### config.mk
export PLATFORM = sky130hd
export DESIGN_NAME = video_timing_detect
export DESIGN_NICKNAME = d
export VERILOG_FILES = /design/src/rtl/video_timing_detect.sv
export SDC_FILE = /design/constraint.sdc
export NUM_CORES = 1
export LEC_CHECK = 0
export CAP_MARGIN = 20
export CORE_ASPECT_RATIO = 1.25
export CORE_MARGIN = 3
export CORE_UTILIZATION = 30
export DETAILED_ROUTE_END_ITERATION = 8
export SLEW_MARGIN = 20
export SYNTH_ARGS = -nofsm -noshare
export SYNTH_HDL_FRONTEND = slang
export SYNTH_SLANG_ARGS = --single-unit
### constraint.sdc
create_clock -name clk -period 2.5 [get_ports clk]
set_input_delay 0.25 -clock clk [delete_from_list [all_inputs] [get_ports clk]]
set_output_delay 0.25 -clock clk [all_outputs]
set_load 0.02 [all_outputs]
### src/rtl/video_timing_detect.sv
// Recovers line/frame timing from raw sync and blank inputs and locks once it is stable.
// Optional automatic sync-polarity detection is enabled by defining VIDEO_TIMING_DETECT_POL_AUTO_EN.
module video_timing_detect #(
    parameter int LOCK_FRAMES = 2
) (
    input  logic       clk,
    input  logic       reset,
    input  logic       ce_pix,
    input  logic       hsync,
    input  logic       vsync,
    input  logic       hbl,
    input  logic       vbl,
    output logic [8:0] hc,
    output logic [8:0] vc,
    output logic [8:0] htotal,
    output logic [8:0] vtotal,
    output logic [8:0] hactive,
    output logic [8:0] vactive,
    output logic       locked,
    output logic       frame_start,
    output logic       hs_neg,
    output logic       vs_neg
);

    // state    | meaning
    // UNLOCKED | waiting for the first v-edge; that frame's measurement is discarded
    // ACQUIRE  | holding a candidate and counting consecutive matching frames
    // LOCKED   | totals published; any mismatch or counter saturation drops lock
    typedef enum logic [1:0] {UNLOCKED, ACQUIRE, LOCKED} state_t;

    localparam logic [8:0] CNT_MAX = 9'd511;
    localparam logic [2:0] LOCK_N  = LOCK_FRAMES[2:0];

    state_t     state, state_next;
    logic       hs_prev, vs_prev, primed;
    logic       hs_pol, vs_pol, h_edge, v_edge;
    logic [8:0] cnt_h, cnt_v, act_h, act_v, meas_h, hact_cand;
    logic [8:0] cur_h, hact_next;
    logic [8:0] cand_h, cand_v, cand_h_next, cand_v_next;
    logic       cand_valid, cand_valid_next;
    logic [2:0] match, match_next, match_inc;
    logic       load, sat, pol_change;

`ifdef VIDEO_TIMING_DETECT_POL_AUTO_EN
    logic [9:0]  pol_cnt;
    logic [10:0] hs_high, vs_high, hs_total, vs_total;
    logic        hs_neg_next, vs_neg_next;

    assign hs_total    = hs_high + {10'd0, hsync};
    assign vs_total    = vs_high + {10'd0, vsync};
    assign hs_neg_next = (hs_total > 11'd512);
    assign vs_neg_next = (vs_total > 11'd512);
    assign pol_change  = ce_pix && (pol_cnt == 10'd1023) &&
                         ((hs_neg_next != hs_neg) || (vs_neg_next != vs_neg));

    always_ff @(posedge clk) begin
        if (reset) begin
            pol_cnt <= '0;
            hs_high <= '0;
            vs_high <= '0;
            hs_neg  <= 1'b0;
            vs_neg  <= 1'b0;
        end else if (ce_pix) begin
            pol_cnt <= pol_cnt + 10'd1;
            if (pol_cnt == 10'd1023) begin
                hs_neg  <= hs_neg_next;
                vs_neg  <= vs_neg_next;
                hs_high <= '0;
                vs_high <= '0;
            end else begin
                hs_high <= hs_total;
                vs_high <= vs_total;
            end
        end
    end
`else
    assign hs_neg     = 1'b0;
    assign vs_neg     = 1'b0;
    assign pol_change = 1'b0;
`endif

    assign hs_pol = hsync ^ hs_neg;
    assign vs_pol = vsync ^ vs_neg;
    // primed suppresses a false edge against the reset value of the previous sample
    assign h_edge = ce_pix && primed && hs_pol && !hs_prev;
    assign v_edge = ce_pix && primed && vs_pol && !vs_prev;

    assign cur_h     = h_edge ? cnt_h : meas_h;
    assign hact_next = (h_edge && !vbl) ? act_h : hact_cand;
    assign sat       = ce_pix && ((cnt_h == CNT_MAX) || (cnt_v == CNT_MAX));
    assign match_inc = match + 3'd1;
    assign locked    = (state == LOCKED);

    always_ff @(posedge clk) begin
        if (reset) begin
            primed      <= 1'b0;
            hs_prev     <= 1'b0;
            vs_prev     <= 1'b0;
            cnt_h       <= '0;
            cnt_v       <= '0;
            act_h       <= '0;
            act_v       <= '0;
            meas_h      <= '0;
            hact_cand   <= '0;
            hc          <= '0;
            vc          <= '0;
            frame_start <= 1'b0;
        end else begin
            hc          <= cnt_h;
            vc          <= cnt_v;
            frame_start <= v_edge;
            if (ce_pix) begin
                primed  <= 1'b1;
                hs_prev <= hs_pol;
                vs_prev <= vs_pol;
                if (h_edge) begin
                    meas_h <= cnt_h;
                    cnt_h  <= '0;
                    act_h  <= '0;
                    if (!vbl)
                        hact_cand <= act_h;
                end else begin
                    if (cnt_h != CNT_MAX)
                        cnt_h <= cnt_h + 9'd1;
                    if (!hbl && act_h != CNT_MAX)
                        act_h <= act_h + 9'd1;
                end
                // a v-edge wins over a coincident h-edge so the new frame starts at line 0
                if (v_edge) begin
                    cnt_v <= '0;
                    act_v <= '0;
                end else if (h_edge) begin
                    if (cnt_v != CNT_MAX)
                        cnt_v <= cnt_v + 9'd1;
                    if (!vbl && act_v != CNT_MAX)
                        act_v <= act_v + 9'd1;
                end
            end
        end
    end

    always_comb begin
        state_next      = state;
        cand_h_next     = cand_h;
        cand_v_next     = cand_v;
        cand_valid_next = cand_valid;
        match_next      = match;
        load            = 1'b0;
        case (state)
            UNLOCKED: begin
                if (v_edge) begin
                    state_next      = ACQUIRE;
                    cand_valid_next = 1'b0;
                    match_next      = '0;
                end
            end
            ACQUIRE: begin
                if (v_edge) begin
                    if (!cand_valid || cur_h != cand_h || cnt_v != cand_v) begin
                        cand_h_next     = cur_h;
                        cand_v_next     = cnt_v;
                        cand_valid_next = 1'b1;
                        match_next      = '0;
                    end else begin
                        match_next = match_inc;
                        if (match_inc >= LOCK_N) begin
                            state_next = LOCKED;
                            load       = 1'b1;
                        end
                    end
                end else if (h_edge && cand_valid && cnt_h != cand_h) begin
                    cand_valid_next = 1'b0;
                    match_next      = '0;
                end
            end
            LOCKED: begin
                if ((h_edge && cnt_h != htotal) || (v_edge && cnt_v != vtotal) || sat)
                    state_next = UNLOCKED;
            end
            default: state_next = UNLOCKED;
        endcase
        if (pol_change)
            state_next = UNLOCKED;
    end

    always_ff @(posedge clk) begin
        if (reset) begin
            state      <= UNLOCKED;
            cand_h     <= '0;
            cand_v     <= '0;
            cand_valid <= 1'b0;
            match      <= '0;
            htotal     <= '0;
            vtotal     <= '0;
            hactive    <= '0;
            vactive    <= '0;
        end else begin
            state      <= state_next;
            cand_h     <= cand_h_next;
            cand_v     <= cand_v_next;
            cand_valid <= cand_valid_next;
            match      <= match_next;
            if (load) begin
                htotal  <= cand_h;
                vtotal  <= cand_v;
                hactive <= hact_next;
                vactive <= act_v;
            end
        end
    end

endmodule
# Word level (Yosys, flattened, before mapping)

Cells that the tools add are included.
W data, S select, Z words.

Latch bits: 0
Memories: 0
RAM bits: 0
Input bits: 7
Flip-flop bits (word level): 136
Word-level logic and storage cells: 119
ROM bits: 0

Shift operators: 0
Equality and inequality tests: 20
Mux-type cells: 32
$mul: 0
Reduce and logical (&&, ||, !) cells: 39
Div/mod/pow operators: 0
Order comparisons: 1
Add/sub/neg operators: 5
Bitwise gates (word level): 1

Operator list:

| cell                  | count |
|---|---|
| $mux W9               | 12 |
| $ne A9 B9 Y1          | 5 |
| $add A9 B1 Y9 const B | 4 |
| $ne A9 B9 Y1 const B  | 4 |
| $eq A9 B9 Y1 const B  | 2 |
| $reduce_and A3 Y1     | 5 |
| $logic_and A1 B1 Y1   | 13 |
| $mux W3               | 4 |
| $reduce_bool A2 Y1    | 6 |
| $mux W2               | 5 |
| $mux W1               | 8 |
| $ne A2 B2 Y1 const B  | 4 |
| $ne A3 B3 Y1 const B  | 2 |
| $pmux W2 S3           | 1 |
| $pmux W3 S2           | 1 |
| $logic_not A1 Y1      | 5 |
| $logic_or A1 B1 Y1    | 5 |
| $reduce_and A5 Y1     | 1 |
| $reduce_and A2 Y1     | 2 |
| $reduce_and A4 Y1     | 1 |
| $add A3 B1 Y3 const B | 1 |
| $ge A3 B2 Y1 const B  | 1 |
| $eq A2 B1 Y1 const B  | 1 |
| $eq A2 B2 Y1 const B  | 1 |
| other kinds (4)       | 4 |

# Depth between registers and ports, before layout

Gate-level depths: netlist of the first run.

Depth in word-level cells: 10
Depth in mapped cells: 10
Depth with buffers taken out: 9

# Worst setup path before layout of the first run

OpenSTA, ideal clock, no wires.

Kind: register to register
Start point: register cnt_h[6]
End point: register cand_h[0]
Buffers on the path: 2
Slack: 182 ps
Arrival: 2198 ps
Cell stages (with the launch flop): 9
Clock period less this slack: 2318 ps
Library setup time: 121 ps
Cells stage by stage: dfxtp_1 > buf_2 > xor2_1 > a221oi_2 > a32oi_1 > a221o_1 > o21ai_4 > buf_4 > mux2_2

Word-level cells in the longest chain between the ends: 5

RTL lines:

| item                               | RTL line | source |
|---|---|---|
| start, declared                    | 37       | `logic [8:0] cnt_h, cnt_v, act_h, act_v, meas_h, hact_cand;` |
| start signal, assigned             | 124      | `cnt_h <= cnt_h + 9'd1;` |
| $mux W9                            | -        |  |
| $ne A9 B9 Y1                       | 159      | `if (!cand_valid \|\| cur_h != cand_h \|\| cnt_v != cand_v) begin` |
| $logic_or A1 B1 Y1 (2 in a row)    | 159      |  |
| $reduce_and A3 Y1 (no source line) | -        |  |
| end signal, assigned               | 199      | `cand_h <= cand_h_next;` |
| end, declared                      | 39       | `logic [8:0] cand_h, cand_v, cand_h_next, cand_v_next;` |

Every way passes these cells.
A chain may end at the register's enable or synchronous reset.

# Worst setup path after layout of the first run

Start point: register primed
End point: register vtotal[1]

Word-level cells in the longest chain between the ends: 10
Elaborated cells on any way between the ends: 12
Those cells by class: eq/ne: 1; mux: 4; reduce/logical: 7

RTL lines:

| item                             | RTL line | source |
|---|---|---|
| start, declared                  | 35       | `logic hs_prev, vs_prev, primed;` |
| start signal, assigned           | 96       | `primed <= 1'b0;` |
| start signal, assigned           | 113      | `primed <= 1'b1;` |
| $logic_and A1 B1 Y1 *            | 85, 86   |  |
| $logic_and A1 B1 Y1 (2 in a row) | 85       | `assign h_edge = ce_pix && primed && hs_pol && !hs_prev;` |
| $mux W9                          | -        |  |
| $ne A9 B9 Y1                     | 159      |  |
| $logic_or A1 B1 Y1 (2 in a row)  | 159      |  |
| $mux W1                          | 159      |  |
| $mux W1 *                        | 158      | `if (v_edge) begin` |
| $mux W1 *                        | 149      | `case (state)` |
| end signal, assigned             | 205      | `vtotal <= cand_v;` |
| end, declared                    | 16       | `output logic [8:0] vtotal,` |

Mark *: on every way between the ends. The rest lies on a longest branch, timed or not.

==> metrics.md, run 1 <==
| Metric | Value |
|---|---|
| Cell mode on critical path | buf_4 |
| GP Congestion | between 0.8 and 0.9 |
| Power Dens Cells | approximately 630 mW/mm^2 |
| Htree depth | 4 |
| Final setup vio count | 0 |
| Final-stage net count | 756 |
| Unrepaired setup endpoints after global routing | no |
| GRT Overall Usage | 0.147 |
| Max-Cap Viols | 0 |
| Final min period | between 2 and 2.5 ns |
| Ant diodes | 0 |
| Yosys warns | 0 |
| Vias in the first global route | a little over 5000 |
| VDD IR max | 0.458 mV |
| Std-Cell Rows | 57 |
| Dominant cell by count in the synthesized netlist | dfxtp_1 |
| Clk slew on worst S/H paths | approximately 0.070 ns |
| IO buf count | between 60 and 70 |
| Setup Crit Path Kind | flop to flop |
| Synthesized area | between 0.006 and 0.007 sq mm |
| Distinct cell type count after synthesis | 55 |
| Worst slew margin | 0.523 |
| WP buf/inv | 2 |
| CP startpoint kind | flop |
| Synth Area per Inst | between 9 and 10 sq um |
| CTS Buf Count | 17 |
| Cells after DPL | around 980 |
| Hold Vio Cnt, Final | 0 |
| CP max FO | 17 |
| Status | completed |
| Post-synthesis sequential area ratio | 0.450 |
| Hold Buf Count CTS | 0 |
| WL/cell | roughly 15 um |
| Setup Skew | ~0.017 ns |
| Total power | roughly 0.0050 W |
| CTS tree | done |
| Synth area leaders | dfxtp_1 45%, mux2_2 5.2%, xnor2_1 5.2% |
| Final slew viol count | 0 |
| DRC viols | 0 |
| Vias/cell | 4.86 |
| Worst-Skew Late Latency | ~0.44 ns |
| Area Overhead vs Synth | 29.9% |
| Vias post-DR | 4945 |
| Clock buffer depth | 2 |
| Largest net degree at the start of global routing | between 50 and 60 |
| Critical-path cell list | nand4b_4 -> mux2i_2 -> o22ai_1 -> a221o_1 -> buf_4 -> buf_4 -> o31ai_1 -> a21oi_1 |
| Period utilization | 0.940 |
| Crit path max-delay family | compound AO/OA/AOI/OAI gates |
| Fraction of layout cells with a size suffix above 1 | 0.166 |
| Final cell count without fillers | just over 1000 |
| Post-synth top cells | 136 x dfxtp_1, 54 x a21oi_1, 53 x nor2_1 |
| Iteration-0 DRC Markers | 181 |
| Top FF cell, synth | dfxtp_1 |
| Post-synthesis async set-or-reset flop share | 0 |
| Root Buffer | clkbuf_16 |
| Post-route ant nets | 0 |
| Initial Util | 0.309 |
| CP required | roughly 2.8 ns |
| Number of antenna violations at the first check in global routing | 0 |
| Largest area contributor in the netlist | dfxtp_1 |
| DPL Wire Length | 11200 um |
| Hold/Removal Path Class | input port to flop |
| P_leak | 2.93 nW |
| Core Area | slightly below 0.02 sq mm |
| Die area | about 0.022 sq mm |
| Slowest library cell on the worst path | dfxtp_1 |
| Max Clock Freq | around 430 MHz |
| # IOs | 65 |
| FF+latch count, synth | between 100 and 150 |
| Synth top area share | 0.450 |
| Total wire length | between 15000 and 20000 um |
| Die height | roughly 160 um |
| Grt total ovfl | 0 |
| Crit path largest cell delay | about 0.44 ns |
| Slew @ Worst Pin | ~0.71 ns |
| First-pass GRT wire length | 25600 um |
| Filler cells | 1948 |
| Pre-Repair DR Iteration Count | 5 |
| Post-Syn Instances | between 600 and 700 |
| WP data arrival | between 2 and 3 ns |
| Crit path capture type | flop |
| Die width | between 100 and 150 um |
| Number of flops mapped to enable cells by yosys | 0 |
| Sink Count | 136 |
## worst paths after layout
kind / startpoint / endpoint / slack [ns] / cells past startpoint
max: primed / vtotal[1] / 0.15 / 8
min: reset / vtotal[0] / 0.30 / 2
max reg2reg: primed / vtotal[1] / 0.15 / 8
min reg2reg: vactive[3] / vactive[3] / 0.47 / 2
## cells in the final DEF (no fill, tap or decap), drive strengths merged, types with 3 or more instances in the layout
cell / count
buf: 55
inv: 17
dfxtp: 136
nor2: 54
and3: 4
clkinv: 3
nor2b: 46
nand4: 42
nand3: 11
or3: 3
o21ai: 20
xnor2: 36
nand2: 37
xor2: 25
nor4: 3
a21oi: 54
mux2: 28
o41ai: 3
nand2b: 4
mux2i: 10
clkdlybuf4s50: 61
clkbuf: 19
ha: 10
nor3: 4
o31ai: 27
## routing by layer
metal,vias up,wire [um],track usage
li1,2472,-,-
met3,26,582,0.0329
met1,2358,6980,0.172
met2,89,7880,0.259
met4,0,293,0.0586
met5,-,0,0
## repair_timing
| item | CTS | global route |
|---|---|---|
| setup buffers | 0 | 1 |
| endpoints found under the setup margin | 0 | 14 |
| resized for setup | 0 | 4 |
## worst register-to-register path: cells and delay by family, from the launching register on
kind	cells	cell delay, ns
and+or+nand+nor	1	0.24
buffers and inverters	2	0.37
AOI/OAI and AO/OA	4	0.90
DFF	1	0.44
muxes	1	0.27
## where the power goes
part / internal (W) / switching, W / leakage, nW / total [W]
Sequential: 0.00218 / 0.0000149 / 1.10 / 0.00220
Combinational: 0.0000732 / 0.000115 / 1.54 / 0.000188
Clock: 0.00155 / 0.00105 / 0.295 / 0.00260
## area by class of cell
cell class	count	area (sq um)	area share
inverter	11	41.3	0.00525
clock inverter	13	159	0.0202
multi-input combinational	457	3090	0.393
tap	265	332	0.0422
sequential	136	2720	0.346
clock buffer	19	453	0.0576
timing repair buffer	116	1060	0.135
## stage by stage
stage / setup slack (ns) / hold WS, ns / setup TNS [ns] / util / area, sq um
after CTS: 0.125 / 0.277 / 0 / 0.399 / 7830
after floorplan: 0.182 / 0.397 / 0 / - / 6050
after detailed placement: -0.261 / 0.462 / -10.83 / 0.368 / 7210
after global placement: -0.211 / 0.453 / -8.90 / 0.368 / 7210
final: 0.151 / 0.301 / 0 / 0.401 / 7860
after global routing: 0.00670 / 0.314 / 0 / 0.401 / 7860
## cell families after synthesis
family / share of synthesized area
adder cells (fa/ha/maj): 0.0207
AO/OA/AOI/OAI: 0.133
XOR/XNOR: 0.0883
buffers and inverters: 0.0440
flip-flops: 0.450
AND/OR/NAND/NOR: 0.194
multiplexers: 0.0687
other: 0.000620
No activity file was read; power rests on OpenSTA's default activity.
==> inputs of run 2 (changes only) <==
- ABC_AREA: not set -> 1
==> run 2 against run 1 <==
Effect of this change:
- die area rose by 5.8%
- sequential share of layout area is 1.2 points lower
- worst setup slack gained 0.13 ns
- fmax rose by 6.0%
- clock power decreased by 8.5%
- combinational power rose by 57%
- count of clock-buffer cells in the layout rose by 2
- synthesized area grew 6.1%
- critical path type unchanged
- critical endpoint is now act_v[4]
- highest routed layer unchanged
==> metrics.md, run 2 <==
| Metric | Value |
|---|---|
| Worst slew margin | 0.560 (+0.0369) |
| Final min period | 2.22 ns (-0.133 ns) |
| Setup Crit Path Kind | flop to flop |
| GP Congestion | 0.841 (-0.99%) |
| Hold Vio Cnt, Final | 0 (unchanged) |
| Worst r2r src | act_v[0] |
| Post-route ant nets | 0 (unchanged) |
| Post-synthesis async set-or-reset flop share | 0 (unchanged) |
| Final instance area | 0.00814 sq mm (+3.5%) |
| Synthesized area | 0.00642 sq mm (+6.1%) |
| Slew @ Worst Pin | 0.661 ns (-0.0462 ns) |
| FF+latch count, synth | 136 (unchanged) |
| P_leak | 3.70 nW (+26%) |
| Largest net degree at the start of global routing | 58 (+14%) |
| Worst Reg2Reg Path Length in Cells | 14 (+6) |
| Number of flops mapped to enable cells by yosys | 0 (unchanged) |
| Hold/Removal Path Class | input port to flop |
| FF-to-FF End | act_v[4] |
| Place WS | 0.0155 ns (+0.277 ns) |
| Total wire length | 16300 um (+3.6%) |
| CTS tree | done |
| Final-stage net count | 1040 (+38%) |
| Fraction of layout cells with a size suffix above 1 | 0.115 (-0.0514) |
| Hold Path Origin | reset |
| Largest area contributor in the netlist | dfxtp_1 |
| Power Dens Cells | 600 mW/mm^2 (-5.3%) |
| Vias post-DR | 5713 (+16%) |
| Max Clock Freq | 451 MHz (+6.0%) |
| DRC viols | 0 (unchanged) |
| Most common cell after layout, fill and taps aside | nand2_1 |
| Unrepaired setup endpoints after global routing | no |
| Most frequent cells in the layout | 237 x nand2_1, 168 x nor2_1, 136 x dfxtp_1, 130 x inv_1, 61 x clkdlybuf4s50_1 |
| Htree depth | 4 (unchanged) |
| Clk slew on worst S/H paths | 0.06 ns (about the same) |
| Vias in the first global route | 5408 (+7.3%) |
| Core Area | 0.0209 sq mm (+6.5%) |
| Final slew viol count | 0 (unchanged) |
| Dominant cell by count in the synthesized netlist | nand2_1 |
| Period utilization | 0.886 (-0.0532) |
| GRT Overall Usage | 0.146 (-0.000631) |
| CP required | 2.81 ns (about the same) |
| Area after DPL | 0.00757 sq mm (+5.0%) |
| Crit path capture type | flop |
| Worst-Skew Late Latency | 0.43 ns (about the same) |
| VDD IR max | 0.499 mV (+9.0%) |
| Setup TNS | 0 ns (unchanged) |
| WL/cell | 12.4 um (-20%) |
| CTS Buf Count | 17 (unchanged) |
| Die width | 137 um (+2.8%) |
| Grt total ovfl | 0 (unchanged) |
| # IOs | 65 (unchanged) |
| Pre-Repair DR Iteration Count | 5 (unchanged) |
| Reg2Reg Setup Slack | 0.28 ns (+0.13 ns) |
| Clock power frac | 0.488 (-0.033) |
| Iteration-0 DRC Markers | 283 (+56%) |
| Vias/cell | 4.36 (-10%) |
| Synth area leaders | dfxtp_1 42%, nand2_1 14%, nor2_1 9.9% |
| Yosys warns | 0 (unchanged) |
| Status | completed |
| Sequential power share | 0.452 (+0.011) |
| Final Util | 0.389 (-0.0112) |
| WP data arrival | 2.52 ns (-0.13 ns) |
| IO buf count | 62 (unchanged) |
| Sink Count | 136 (unchanged) |
| Post-Syn Instances | 925 (+41%) |
| Root Buffer | clkbuf_16 |
| Hold Crit Depth | 2 (unchanged) |
| P_int | 0.00371 W (-2.5%) |
| Comb pwr share | 0.060 (+0.022) |
| Number of antenna violations at the first check in global routing | 0 (unchanged) |
| First-pass GRT wire length | 26700 um (+4.5%) |
| Hold Buf Count CTS | 0 (unchanged) |
| Setup Skew | 0.00959 ns (-0.00716 ns) |
| WHS Endpoint | hact_cand[3] |
| Synth top area share | 0.424 (-0.0257) |
| Synth Area per Inst | 6.94 sq um (-25%) |
| Post-synthesis sequential area ratio | 0.424 (-0.0257) |
| Total power | 0.00488 W (-2.0%) |
| Setup Buffers After CTS | 0 (unchanged) |
| DPL Wire Length | 11900 um (+6.4%) |
| Top FF cell, synth | dfxtp_1 |
| CP max FO | 5 (-12) |
| Die height | 170 um (+2.9%) |
| Initial Util | 0.307 (-0.00134) |
| Area Overhead vs Synth | 26.8% |
| Post-synth top cells | 237 x nand2_1, 169 x nor2_1, 136 x dfxtp_1 |
| Final setup vio count | 0 (unchanged) |
| Clock buffer depth | 2 (unchanged) |
| Max-Cap Viols | 0 (unchanged) |
| CP startpoint kind | flop |
| Std-Cell Rows | 59 (+3.5%) |
| Distinct cell type count after synthesis | 37 (-33%) |
| Die area | 0.0232 sq mm (+5.8%) |
| Ant diodes | 0 (unchanged) |
| Net switching power | 0.00117 W (-0.41%) |
| Sw frac | 0.240 (+0.00376) |
| Min setup slack post-route | 0.284 ns (+0.133 ns) |
## run 2: cell count changes in the layout (fill, tap and decap cells not counted), moves of 10 or more
cell     before  now
mux2_2       28    0
o31ai_1      27    0
a21oi_1      54   34
nand2_1      37  237
nand4_1      42    6
inv_1        10  130
xor2_1       25   13
xnor2_1      36    7
nand2_2       0   10
nor2b_1      46    0
nand3_1      11   46
nor3_1        4   18
nor2_1       53  168
## run 2: logic make-up after synthesis
kind of cell	Yosys count	share of synthesized area
fa+ha+maj	10	0.0195
compound gates	77	0.0690
xor+xnor	20	0.0273
buf+inv	166	0.112
mux	3	0.00468
flops	136	0.424
simple gates	512	0.343
other cells	1	0.000584
## run 2: worst max path at each step
stage | from | to | slack (ns) | cells past startpoint
floorplan | cnt_h[1] | cnt_h[7] | 0.50 | 15
global placement | ce_pix | vactive[2] | 0.05 | 16
detailed placement | ce_pix | act_v[7] | 0.02 | 13
CTS | cnt_h[0] | cnt_h[7] | 0.23 | 15
global route | act_v[0] | act_v[4] | 0.009 | 14
finish | act_v[0] | act_v[4] | 0.28 | 14
## run 2: power by group through the flow
| stage | clock network, W | registers [W] | logic [W] |
|---|---|---|---|
| global placement | 0 | 0.00225 | 0.000292 |
| detailed placement | 0 | 0.00225 | 0.000295 |
| CTS | 0.00242 | 0.00221 | 0.000297 |
| floorplan | 0 | 0.00225 | 0.000189 |
| finish | 0.00238 | 0.00221 | 0.000295 |
| global route | 0.00252 | 0.00221 | 0.000332 |
## run 2: area by class of cell
type	instances	area (sq um)
Fill cell	2163	12800
Multi-Input combinational cell	624	2980
Sequential cell	136	2720
Timing Repair Buffer	109	1020
Inverter	135	509
Clock buffer	21	460
Tap cell	274	343
Clock inverter	11	98.8
## run 2: layer usage
metal / part of all wire / vias to the layer above / routed length [um] / track usage
li1: - / 3045 / - / -
met1: 0.46 / 2555 / 7500 / 0.180
met2: 0.49 / 93 / 7990 / 0.250
met3: 0.036 / 20 / 581 / 0.0386
met4: 0.014 / 0 / 223 / 0.0421
met5: 0 / - / 0 / 0
## run 2: metrics by stage
stage               std cells  hold WS, ns
floorplan                 926        0.333
global placement         1278        0.459
detailed placement       1278        0.461
CTS                      1310        0.173
global route             1310        0.184
finish                   1310        0.186
## run 2: worst max-delay path: stages (launching register included)
cell and delay [ns]:
dfxtp_1 0.39, ha_1 0.21, inv_1 0.07, nor4_1 0.33, nand2_1 0.11, nor2_1 0.11, ha_1 0.15, inv_1 0.03
nand2_1 0.09, nand2_1 0.08, buf_4 0.16, inv_1 0.11, nor3_1 0.07, a21oi_1 0.13, nor3_1 0.05
## run 2: repair_timing
item | in CTS | in global routing
hold endpoints to repair | 0 | 0
resized for setup | 0 | 1
setup endpoints to repair | 0 | 1
